### src/rtl/fact_sweep_ctrl.sv
// Sweeps a factorial unit over an operand range, checks each answer against a
// constant expected table and reports pass/fail, first failing operand and cause.
module fact_sweep_ctrl #(
  parameter int TIMEOUT_CYCLES = 1000
) (
  input  logic        clk,
  input  logic        rst,
  input  logic        start,
  input  logic [3:0]  n_first,
  input  logic [3:0]  n_last,
  output logic        fact_go,
  output logic [3:0]  fact_in,
  input  logic        fact_done,
  input  logic        fact_error,
  input  logic [31:0] fact_result,
  output logic        busy,
  output logic        sweep_done,
  output logic        pass,
  output logic        fail,
  output logic [3:0]  fail_n,
  output logic [1:0]  fail_code,
  output logic [4:0]  pass_count
);

  localparam int TMO_W = $clog2(TIMEOUT_CYCLES + 1) + 1;

  typedef enum logic [2:0] {IDLE, ISSUE, WAIT_DONE, CHECK, RELEASE, FINISH} state_t;

  state_t             state;
  logic [4:0]         n_cur;
  logic [4:0]         n_end;
  logic [TMO_W-1:0]   tmo_cnt;
  logic signed [32:0] res_q;
  logic               err_q;
  logic               exp_err;
  logic               err_bad;
  logic               res_bad;
  logic               tmo_hit;

  function automatic logic [31:0] fact_table(input logic [3:0] n);
    case (n)
      4'd0, 4'd1: fact_table = 32'd1;
      4'd2:  fact_table = 32'd2;
      4'd3:  fact_table = 32'd6;
      4'd4:  fact_table = 32'd24;
      4'd5:  fact_table = 32'd120;
      4'd6:  fact_table = 32'd720;
      4'd7:  fact_table = 32'd5040;
      4'd8:  fact_table = 32'd40320;
      4'd9:  fact_table = 32'd362880;
      4'd10: fact_table = 32'd3628800;
      4'd11: fact_table = 32'd39916800;
      4'd12: fact_table = 32'd479001600;
      default: fact_table = 32'd0;
    endcase
  endfunction

  // Operands 13..15 overflow 32 bits, so only the error flag is meaningful there.
  assign exp_err = (n_cur >= 5'd13);
  assign err_bad = (err_q != exp_err);
  assign res_bad = !exp_err && (res_q[31:0] != fact_table(n_cur[3:0]));
  assign tmo_hit = (tmo_cnt >= TMO_W'(TIMEOUT_CYCLES));

  // Datapath: loop operand and captured factorial response.
  always_ff @(posedge clk) begin
    if (state == IDLE && start) begin
      n_cur <= {1'b0, n_first};
      n_end <= {1'b0, n_last};
    end else if (state == RELEASE && !fact_done && n_cur != n_end) begin
      n_cur <= n_cur + 5'd1;
    end
    if (state == WAIT_DONE && fact_done) begin
      res_q <= {1'b0, fact_result};
      err_q <= fact_error;
    end
  end

  always_ff @(posedge clk or negedge rst) begin
    if (!rst) begin
      state      <= IDLE;
      fact_go    <= 1'b0;
      fact_in    <= 4'd0;
      busy       <= 1'b0;
      sweep_done <= 1'b0;
      pass       <= 1'b0;
      fail       <= 1'b0;
      fail_n     <= 4'd0;
      fail_code  <= 2'b00;
      pass_count <= 5'd0;
      tmo_cnt    <= '0;
    end else begin
      sweep_done <= 1'b0;
      case (state)
        IDLE: begin
          if (start) begin
            fail       <= 1'b0;
            fail_n     <= 4'd0;
            fail_code  <= 2'b00;
            pass_count <= 5'd0;
            tmo_cnt    <= '0;
            if (n_first > n_last) begin
              pass       <= 1'b1;
              sweep_done <= 1'b1;
              busy       <= 1'b0;
              state      <= FINISH;
            end else begin
              pass  <= 1'b0;
              busy  <= 1'b1;
              state <= ISSUE;
            end
          end
        end
        ISSUE: begin
          fact_in <= n_cur[3:0];
          fact_go <= 1'b1;
          tmo_cnt <= '0;
          state   <= WAIT_DONE;
        end
        WAIT_DONE: begin
          if (fact_done) begin
            fact_go <= 1'b0;
            state   <= CHECK;
          end else if (tmo_hit) begin
            fact_go    <= 1'b0;
            fail       <= 1'b1;
            fail_code  <= 2'b11;
            fail_n     <= n_cur[3:0];
            sweep_done <= 1'b1;
            busy       <= 1'b0;
            state      <= FINISH;
          end else begin
            tmo_cnt <= tmo_cnt + 1'b1;
          end
        end
        CHECK: begin
          if (err_bad || res_bad) begin
            fail       <= 1'b1;
            fail_code  <= err_bad ? 2'b10 : 2'b01;
            fail_n     <= n_cur[3:0];
            sweep_done <= 1'b1;
            busy       <= 1'b0;
            state      <= FINISH;
          end else begin
            pass_count <= pass_count + 5'd1;
            tmo_cnt    <= '0;
            state      <= RELEASE;
          end
        end
        RELEASE: begin
          // 5-bit compare lets n_last=15 end the loop instead of wrapping.
          if (!fact_done) begin
            if (n_cur == n_end) begin
              pass       <= 1'b1;
              sweep_done <= 1'b1;
              busy       <= 1'b0;
              state      <= FINISH;
            end else begin
              state <= ISSUE;
            end
          end else if (tmo_hit) begin
            fact_go    <= 1'b0;
            fail       <= 1'b1;
            fail_code  <= 2'b11;
            fail_n     <= n_cur[3:0];
            sweep_done <= 1'b1;
            busy       <= 1'b0;
            state      <= FINISH;
          end else begin
            tmo_cnt <= tmo_cnt + 1'b1;
          end
        end
        FINISH:  state <= IDLE;
        default: state <= IDLE;
      endcase
    end
  end

endmodule

### config.mk
export PLATFORM = sky130hd
export DESIGN_NAME = fact_sweep_ctrl
export DESIGN_NICKNAME = d
export VERILOG_FILES = /design/src/rtl/fact_sweep_ctrl.sv
export SDC_FILE = /design/constraint.sdc
export NUM_CORES = 1
export LEC_CHECK = 0
export ABC_AREA = 1
export CAP_MARGIN = 20
export CORE_UTILIZATION = 55
export DETAILED_ROUTE_END_ITERATION = 8
export PLACE_DENSITY = 0.83
export SLEW_MARGIN = 30
export SYNTH_ARGS = -nofsm -noshare
export SYNTH_HDL_FRONTEND = slang
export SYNTH_SLANG_ARGS = --single-unit
### constraint.sdc
create_clock -name clk -period 2.4 [get_ports clk]
set_clock_uncertainty 0.2 [all_clocks]
set_input_delay 0.48 -clock clk [delete_from_list [all_inputs] [get_ports clk]]
set_output_delay 0.48 -clock clk [all_outputs]
set_load 0.01 [all_outputs]
Word level (Yosys, flattened, before mapping)
Memories as Yosys holds them, arrays and structs flattened. A register that Yosys moved wholly into a read port is not among the register bits.
Index checks and enable logic that the tools add are counted.
- flip-flop bits (word level): 76
- bits in read-only memories: 448
- input bits: 45
- output and inout bits: 20
- logic and storage cells: 123
- memories: 1
- add/sub/neg operators: 3
- order comparisons: 3
- eq/ne operators: 16
- multiplexer cells: 63
- reductions and logical operators: 21
- memories (memory ; depth ; width ; rd ports ; clocked after Yosys merged registers in ; wr ports ; RTL line ; RTL):
    (name not given) ; 16 ; 28 ; 1 ; 1 ; 0 ; 41 ; case (n)
- operators by type and width (cell ; count):
    $mux W11 ; 5
    $pmux W11 S5 ; 1
    $mux W4 ; 8
    $ne A32 B32 Y1 ; 1
    $mux W1 ; 26
    $mux W3 ; 6
    $pmux W4 S4 ; 1
    $pmux W3 S5 ; 1
    $reduce_and A5 Y1 ; 3
    $mux W2 ; 6
    $ne A2 B2 Y1 const B ; 6
    $pmux W1 S4 ; 3
    $add A11 B1 Y11 const B ; 1
    $ge A11 B10 Y1 const B ; 1
    $add A5 B1 Y5 const B ; 2
    $mux W5 ; 2
    $pmux W5 S2 ; 1
    $pmux W2 S4 ; 1
    $eq A3 B2 Y1 const B ; 2
    $reduce_bool A2 Y1 ; 3
    $eq A5 B4 Y1 ; 1
    $ge A5 B4 Y1 const B ; 1
    $logic_and A1 B1 Y1 ; 5
    $ne A5 B4 Y1 ; 1
    other kinds (17) ; 18

Logic depth before layout (Yosys ltp)
Gate-level depths: netlist of the first run.
- depth after elaboration: 6
- gate-level depth with buffers: 16
- depth with buffers taken out: 16

Worst setup path after synthesis of the first run
No wires, ideal clock.
- path type: reg-to-reg
- from: reg state[0]
- to: reg (tool-made name)
- library setup time: 0.119 ns
- arrival time: 1.801 ns
- required time: 2.081 ns
- setup slack: 0.280 ns
- cell stages (with the launch flop): 14
- path buffers: 0
- clock period less this slack: 2.120 ns
- cells stage by stage: dfrtp_1 > inv_2 > nand2_2 > inv_2 > nand2_1 > nor2_2 > nand2_4 > nand2_8 > nand2_1 > o21ai_4 > inv_2 > ha_1 > inv_1 > o21ai_1
- RTL lines (element ; RTL line ; RTL):
    from (decl) ; 29 ; state_t state;
    from (signal assigned) ; 80 ; state <= IDLE;
    from (signal assigned) ; 105 ; state <= FINISH;
    from (signal assigned) ; 109 ; state <= ISSUE;

Worst setup path after layout of the first run
- from: reg n_cur[0]
- to: reg fail_n[0]
- cells in the longest elaborated chain, start to end: 6
- elaborated cells between the ends (all ways): 12
- classes of those cells: 1 x order compare; 2 x eq/ne; 5 x mux; 4 x reduce/logical
- ends and longest elaborated chain (element ; RTL line ; RTL):
    from (decl) ; 30 ; logic [4:0] n_cur;
    from (signal assigned) ; 67 ; n_cur <= {1'b0, n_first};
    from (signal assigned) ; 70 ; n_cur <= n_cur + 5'd1;
    $ge A5 B4 Y1 ; 59 ; assign exp_err = (n_cur >= 5'd13);
    $logic_not A1 Y1 ; 61 ; assign res_bad = !exp_err && (res_q[31:0] != fact_table(n_cur[3:0]));
    $logic_and A1 B1 Y1 ; 61 ;
    $logic_or A1 B1 Y1 ; 136 ; if (err_bad || res_bad) begin
    $ne A2 B2 Y1 (no line) ; -- ;
    $reduce_and A5 Y1 (no line) ; -- ;
    to (signal assigned) ; 127 ; fail_n <= n_cur[3:0];
    to (signal assigned) ; 139 ; fail_n <= n_cur[3:0];
    to (signal assigned) ; 164 ; fail_n <= n_cur[3:0];
    to (decl) ; 20 ; output logic [3:0] fail_n,
Parallel ways exist; a longest one is shown, timed or not. The select of a mux whose other input is x is not followed.
A chain may end at the register's enable or synchronous reset.

==> flow_metrics.tcl, run 1 <==
set metrics [dict create \
    clk_latency_ps 380 \
    slowest_delay_ps 440 \
    cts_sinks 97 \
    drc 0 \
    fp.dieH_um 95.6 \
    num_rows 33 \
    final.setup.tns_ps 0 \
    vdd_drop_max_uv 790 \
    syn_area_mm2 0.00482 \
    core_area_mm2 0.00834 \
    path_max_fanout 8 \
    rsz0062_at_grt "false" \
    cpMaxStageDelayCell "edfxtp_1" \
    report.final.slew_viol_count 0 \
    cpLargestDelayFamily "simple AND/OR/NAND/NOR gates" \
    totalWireLength_um 10500 \
    max_clock_freq_mhz 448 \
    cp_cell_sequence "ha_1 > nor2_1 > nand2_1 > a21oi_4 > xor2_2 > inv_2 > nor2_4 > a21oi_2 > nand4_1 > nand2_1" \
    p_leak_uw 0.00271 \
    worst_pin_slew_ps 514 \
    grtUsageTotal_pct 24.8 \
    drv_cap 0 \
    tritoncts "yes" \
    power_density_mw_per_mm2 1090 \
    switchingPower_uw 2720 \
    cp.arrival_ps 2350 \
    crit_required_ps 2520 \
    areaGrowthSynthToFinish_pct 22.9 \
    hold_viol_final 0 \
    dieArea_mm2 0.00914 \
    yosysSeqAreaShare_pct 52.3 \
    place_hpwl_um 7840 \
    postSynthCellCount 533 \
    clkPwrFrac_pct 16.4 \
    startpoint_type "register" \
    status "finished, final reports clean" \
    p_seq_share_pct 37.9 \
    avgSynthCellArea_um2 9.04 \
    io_buffers 64 \
    clockBufferDepth 2 \
    power_frac_comb_pct 45.7 \
    finalCritPeriodShare_pct 93.1 \
    final_core_util_pct 71.0 \
    synth_area_leaders "edfxtp_1 26%, dfrtp_1 18%, nand2_1 11%, dfxtp_1 9.1%, inv_1 5.5%" \
    via_per_inst 5.12 \
    end_kind "register" \
    ys_warn_count 0 \
    cts_made_buffers 9 \
    fp.dieW_um 95.6 \
    io_pins 65 \
    place_congestion 0.873 \
    final_antenna_net_count 0 \
    fin_crit_ps 2230 \
    fin_nets 680 \
    finalSetupViolations 0 \
    slew_headroom_pct 65.6 \
    path_class "reg -> reg" \
    critPathBufInv 1 \
    p_sw_share_pct 41.9 \
    num_vias 3740 \
    n_antenna_cell 0 \
    antenna_found_initial 0 \
    clkTransAtPathRegs_ps 100 \
    synth_nets 592 \
    ys_ff_latch 97 \
    p_int_uw 3760 \
    grt.overflow.total 0 \
    h-tree-depth 3 \
    routedWlPerCell_um 14.4 \
    firstDrtPassIters 5 \
    drtIter0Drc 166 \
    holdCritPathClass "reg -> reg" \
    grt_max_degree 35 \
    critPathMostFrequentCell "nand2_1" \
    cts_root_buf "clkbuf_8" \
    netlist-cell-type-count 42 \
    synth.top_cell.area_share_pct 25.5 \
    yosysTopAreaCell "edfxtp_1" \
    layout-drive-gt1-share_pct 16.1 \
    start_util_pct 57.8 \
    grt_pass1_wl_um 16900 \
    first_global_vias 3721 \
]
cell usage in the layout, fill, tap and decap left out, types with 8 or more instances in the layout:
cell type        instances
a21oi_1                  8
buf_4                   17
clkbuf_8                 9
clkdlybuf4s50_1         64
dfrtp_1                 34
dfxtp_1                 22
edfxtp_1                41
ha_1                    14
inv_1                   70
inv_2                   16
nand2_1                141
nand2_2                 10
nand3_1                 27
nor2_1                  37
o21ai_0                 13
o21ai_1                  8
o21ai_2                 11
xnor2_1                 14
cell type report:
class,count,area [µm²]
Inverter,86,323
Fill cell,608,2410
Clock buffer,9,124
Sequential cell,97,2520
Multi-Input combinational cell,344,1940
Timing Repair Buffer,83,808
Tap cell,105,131
Clock inverter,7,73.8
synthesized netlist by cell type (all sizes together):
master,n
a21boi,1
a21oi,12
a22oi,1
a31oi,4
a32oi,1
buf,6
dfrtp,34
dfxtp,22
edfxtp,41
ha,14
inv,86
nand2,157
nand3,28
nand3b,2
nand4,9
nor2,46
nor3,4
o2111ai,1
o211ai,3
o21a,2
o21ai,33
o22ai,1
or2,3
xnor2,14
xor2,8
tightest hold or removal path, delay by kind of cell (launching register included):
family	cells	cell delay, ps
and+or+nand+nor	2	110
DFF	1	360
stage by stage:
stage,power (µW),hold WS [ps],cells,worst slack (ps),instance area (µm²)
final,6480,293,731,166,5930
after global routing,6920,329,731,27.2,5930
after CTS,6460,300,730,65.7,5910
after detailed placement,5390,274,714,-106,5710
after global placement,5280,268,714,-3.19,5710
after floorplan,4410,-15.6,533,280,4820
metal layers:
layer  wire [µm]  GRT usage [%]  vias up
met5           0              0        -
li1            -              -     1878
met2        4880           39.3      123
met1        4630           32.0     1716
met3         739           7.81       23
met4         262           8.83        0
worst paths after layout:
check                           from         end  slack, ps  cells past startpoint
min reg2reg                fail_n[1]   fail_n[1]        290                      2
max in group asynchronous        rst  tmo_cnt[3]       1360                      2
max reg2reg                 n_cur[0]   fail_n[0]        170                     10
max                         n_cur[0]   fail_n[0]        170                     10
min                        fail_n[1]   fail_n[1]        290                      2
min in group asynchronous        rst    state[1]        310                      2
cells by family after synthesis:
group                    count (synthesis)  synth area share, %
AO/OA/AOI/OAI                           59                 8.33
buffers and inverters                   92                 7.58
AND/OR/NAND/NOR                        249                 24.0
adder cells (fa/ha/maj)                 14                 3.63
flip-flops                              97                 52.3
XOR/XNOR                                22                 4.15
power groups by stage:
stage / clock network, µW / logic, µW / registers (µW)
2_1_floorplan: 0 / 1940 / 2470
3_3_place_gp: 0 / 2800 / 2480
3_5_place_dp: 0 / 2900 / 2490
4_1_cts: 1080 / 2930 / 2460
5_1_grt: 1140 / 3270 / 2500
6_report: 1060 / 2960 / 2450
repair_timing:
action                                  CTS  global route
hold buffers                              0             0
gates resized for setup                   0             3
endpoints found under the setup margin    0             8
buffers inserted                          0             1
No activity file was read; power rests on OpenSTA's default activity.
==> inputs of run 2 (changes only) <==
--- a/config.mk
+++ b/config.mk
@@ -8,6 +8,7 @@
 export ABC_AREA = 1
 export CAP_MARGIN = 20
 export CORE_UTILIZATION = 55
+export CTS_CLUSTER_DIAMETER = 80
 export DETAILED_ROUTE_END_ITERATION = 8
 export PLACE_DENSITY = 0.83
 export SLEW_MARGIN = 30
==> results of run 2 <==
The final DEF is identical to that of run 1; final timing and power are the same.
==> inputs of run 3 (changes only) <==
--- a/config.mk
+++ b/config.mk
@@ -10,6 +10,7 @@
 export CORE_UTILIZATION = 55
 export CTS_CLUSTER_DIAMETER = 80
 export DETAILED_ROUTE_END_ITERATION = 8
+export MAX_ROUTING_LAYER = met4
 export PLACE_DENSITY = 0.83
 export SLEW_MARGIN = 30
 export SYNTH_ARGS = -nofsm -noshare
==> run 3 against run 2 <==
Compared with the run above:
- sequential cell count stayed put
- register-to-register slack worse by 60 ps
- critical path depth stayed put
- die area stayed put
- critical endpoint is now fail_n[2]
- largest power group unchanged
==> flow_metrics.tcl, run 3 (synthesis gave the netlist of run 1 again) <==
set metrics [dict create \
    p_leak_uw 0.00273 \
    place_congestion 0.886 \
    first_global_vias 3715 \
    path_class "reg -> reg" \
    finalSetupViolations 0 \
    grt.overflow.total 0 \
    fp.dieH_um 95.6 \
    startpoint_type "register" \
    final.setup.tns_ps 0 \
    place_hpwl_um 7870 \
    n_antenna_cell 0 \
    stdcell_area_mm2 0.00597 \
    cp.arrival_ps 2420 \
    slew_headroom_pct 64.8 \
    fin_nets 683 \
    drc 0 \
    r2r-start "n_cur[0]" \
    vdd_drop_max_uv 799 \
    io_buffers 64 \
    path_max_fanout 8 \
    max_clock_freq_mhz 436 \
    dieArea_mm2 0.00914 \
    num_vias 3839 \
    pre_cts_slack_ps -94.9 \
    rsz0062_at_grt "false" \
    antenna_found_initial 0 \
    grt_max_degree 35 \
    worst_pin_slew_ps 526 \
    end_kind "register" \
    cts_root_buf "clkbuf_8" \
    holdCritPathClass "reg -> reg" \
    cp-startpoint "n_cur[0]" \
    drtIter0Drc 293 \
    grt_pass1_wl_um 17200 \
    place_area_mm2 0.00570 \
    cts_sinks 97 \
    power_density_mw_per_mm2 1100 \
    totalPowerFinal_uw 6540 \
    tritoncts "yes" \
    final_cell_mix "141 x nand2_1, 70 x inv_1, 64 x clkdlybuf4s50_1" \
    firstDrtPassIters 5 \
    via_per_inst 5.23 \
    rr_worst_depth 10 \
    fin_ws_ps 104 \
    report.final.slew_viol_count 0 \
    crit_required_ps 2530 \
    clk_latency_ps 380 \
    final_common_cell "nand2_1" \
    io_pins 65 \
    cts_made_buffers 9 \
    areaGrowthSynthToFinish_pct 23.8 \
    clockBufferDepth 2 \
    r2r-end "fail_n[2]" \
    status "finished, final reports clean" \
    totalWireLength_um 10600 \
    layout-drive-gt1-share_pct 16.5 \
    finalCritPeriodShare_pct 95.7 \
    final_core_util_pct 71.5 \
    drv_cap 0 \
    final_antenna_net_count 0 \
    crit_end "fail_n[2]" \
    num_rows 33 \
    ff2ff_setup_slack_ps 100 \
    start_util_pct 57.8 \
    cts-hold-fix-buffers 0 \
    h-tree-depth 3 \
    hold_viol_final 0 \
    core_area_mm2 0.00834 \
    grtUsageTotal_pct 26.0 \
    fp.dieW_um 95.6 \
    routedWlPerCell_um 14.4 \
    clkTransAtPathRegs_ps 110 \
    n_fill_cell 594 \
    fin_crit_ps 2300 \
]
run 3: cell types whose count changed in the layout (fill, tap and decap cells not counted):
cell / change
nand2_2: -1
nand2_4: +1
inv_8: -1
clkinv_8: +2
buf_4: +3
inv_6: -1
run 3: how the worst min path moves through the flow:
stage	start	endpoint	slack, ps	depth (start not counted)
after floorplan	rst	busy	-20	0
final	fact_in[0]	fact_in[0]	290	2
after global placement	fail_n[3]	fail_n[3]	270	2
after detailed placement	fact_in[0]	fact_in[0]	270	2
after CTS	fact_in[0]	fact_in[0]	300	2
after global routing	fact_in[0]	fact_in[0]	310	2
run 3: worst max-delay path, cell delays in order, from the launching register on:
cell	delay [ps]
edfxtp_1	490
ha_1	250
nor2_1	100
nand2_1	90
a21oi_4	200
xor2_2	120
inv_2	90
nor2_4	40
a21oi_2	320
nand4_1	250
nand2_1	110
run 3: layout make-up:
| class | instances | area [µm²] | area share, % |
|---|---|---|---|
| sequential | 97 | 2520 | 42.3 |
| multi-input combinational | 344 | 1950 | 32.7 |
| timing repair buffer | 86 | 831 | 13.9 |
| inverter | 86 | 323 | 5.41 |
| tap | 105 | 131 | 2.20 |
| clock buffer | 9 | 124 | 2.08 |
| clock inverter | 7 | 86.3 | 1.45 |
run 3: power by group:
part	switching [µW]	internal [µW]	total, µW	leakage [µW]
Clock	646	415	1060	0.000104
Sequential	274	2190	2460	0.00101
Combinational	1830	1180	3010	0.00162
Total	2750	3790	6540	0.00273
run 3: metrics by stage:
stage          instances  hold slack (ps)
3_3_place_gp         713              267
2_1_floorplan        533            -15.6
6_report             734              293
3_5_place_dp         713              274
4_1_cts              729              299
5_1_grt              734              310
run 3: layer usage:
metal	routed length, µm	global-route usage, %	vias up
met3	695	5.50	20
li1	-	-	1885
met2	5000	39.6	128
met4	237	9.20	0
met1	4640	34.5	1806
met5	0	-	-
run 3: repair_timing:
item                                    CTS  global route
gates resized for setup                   0             4
buffers inserted                          0             5
endpoints found under the setup margin    0            31
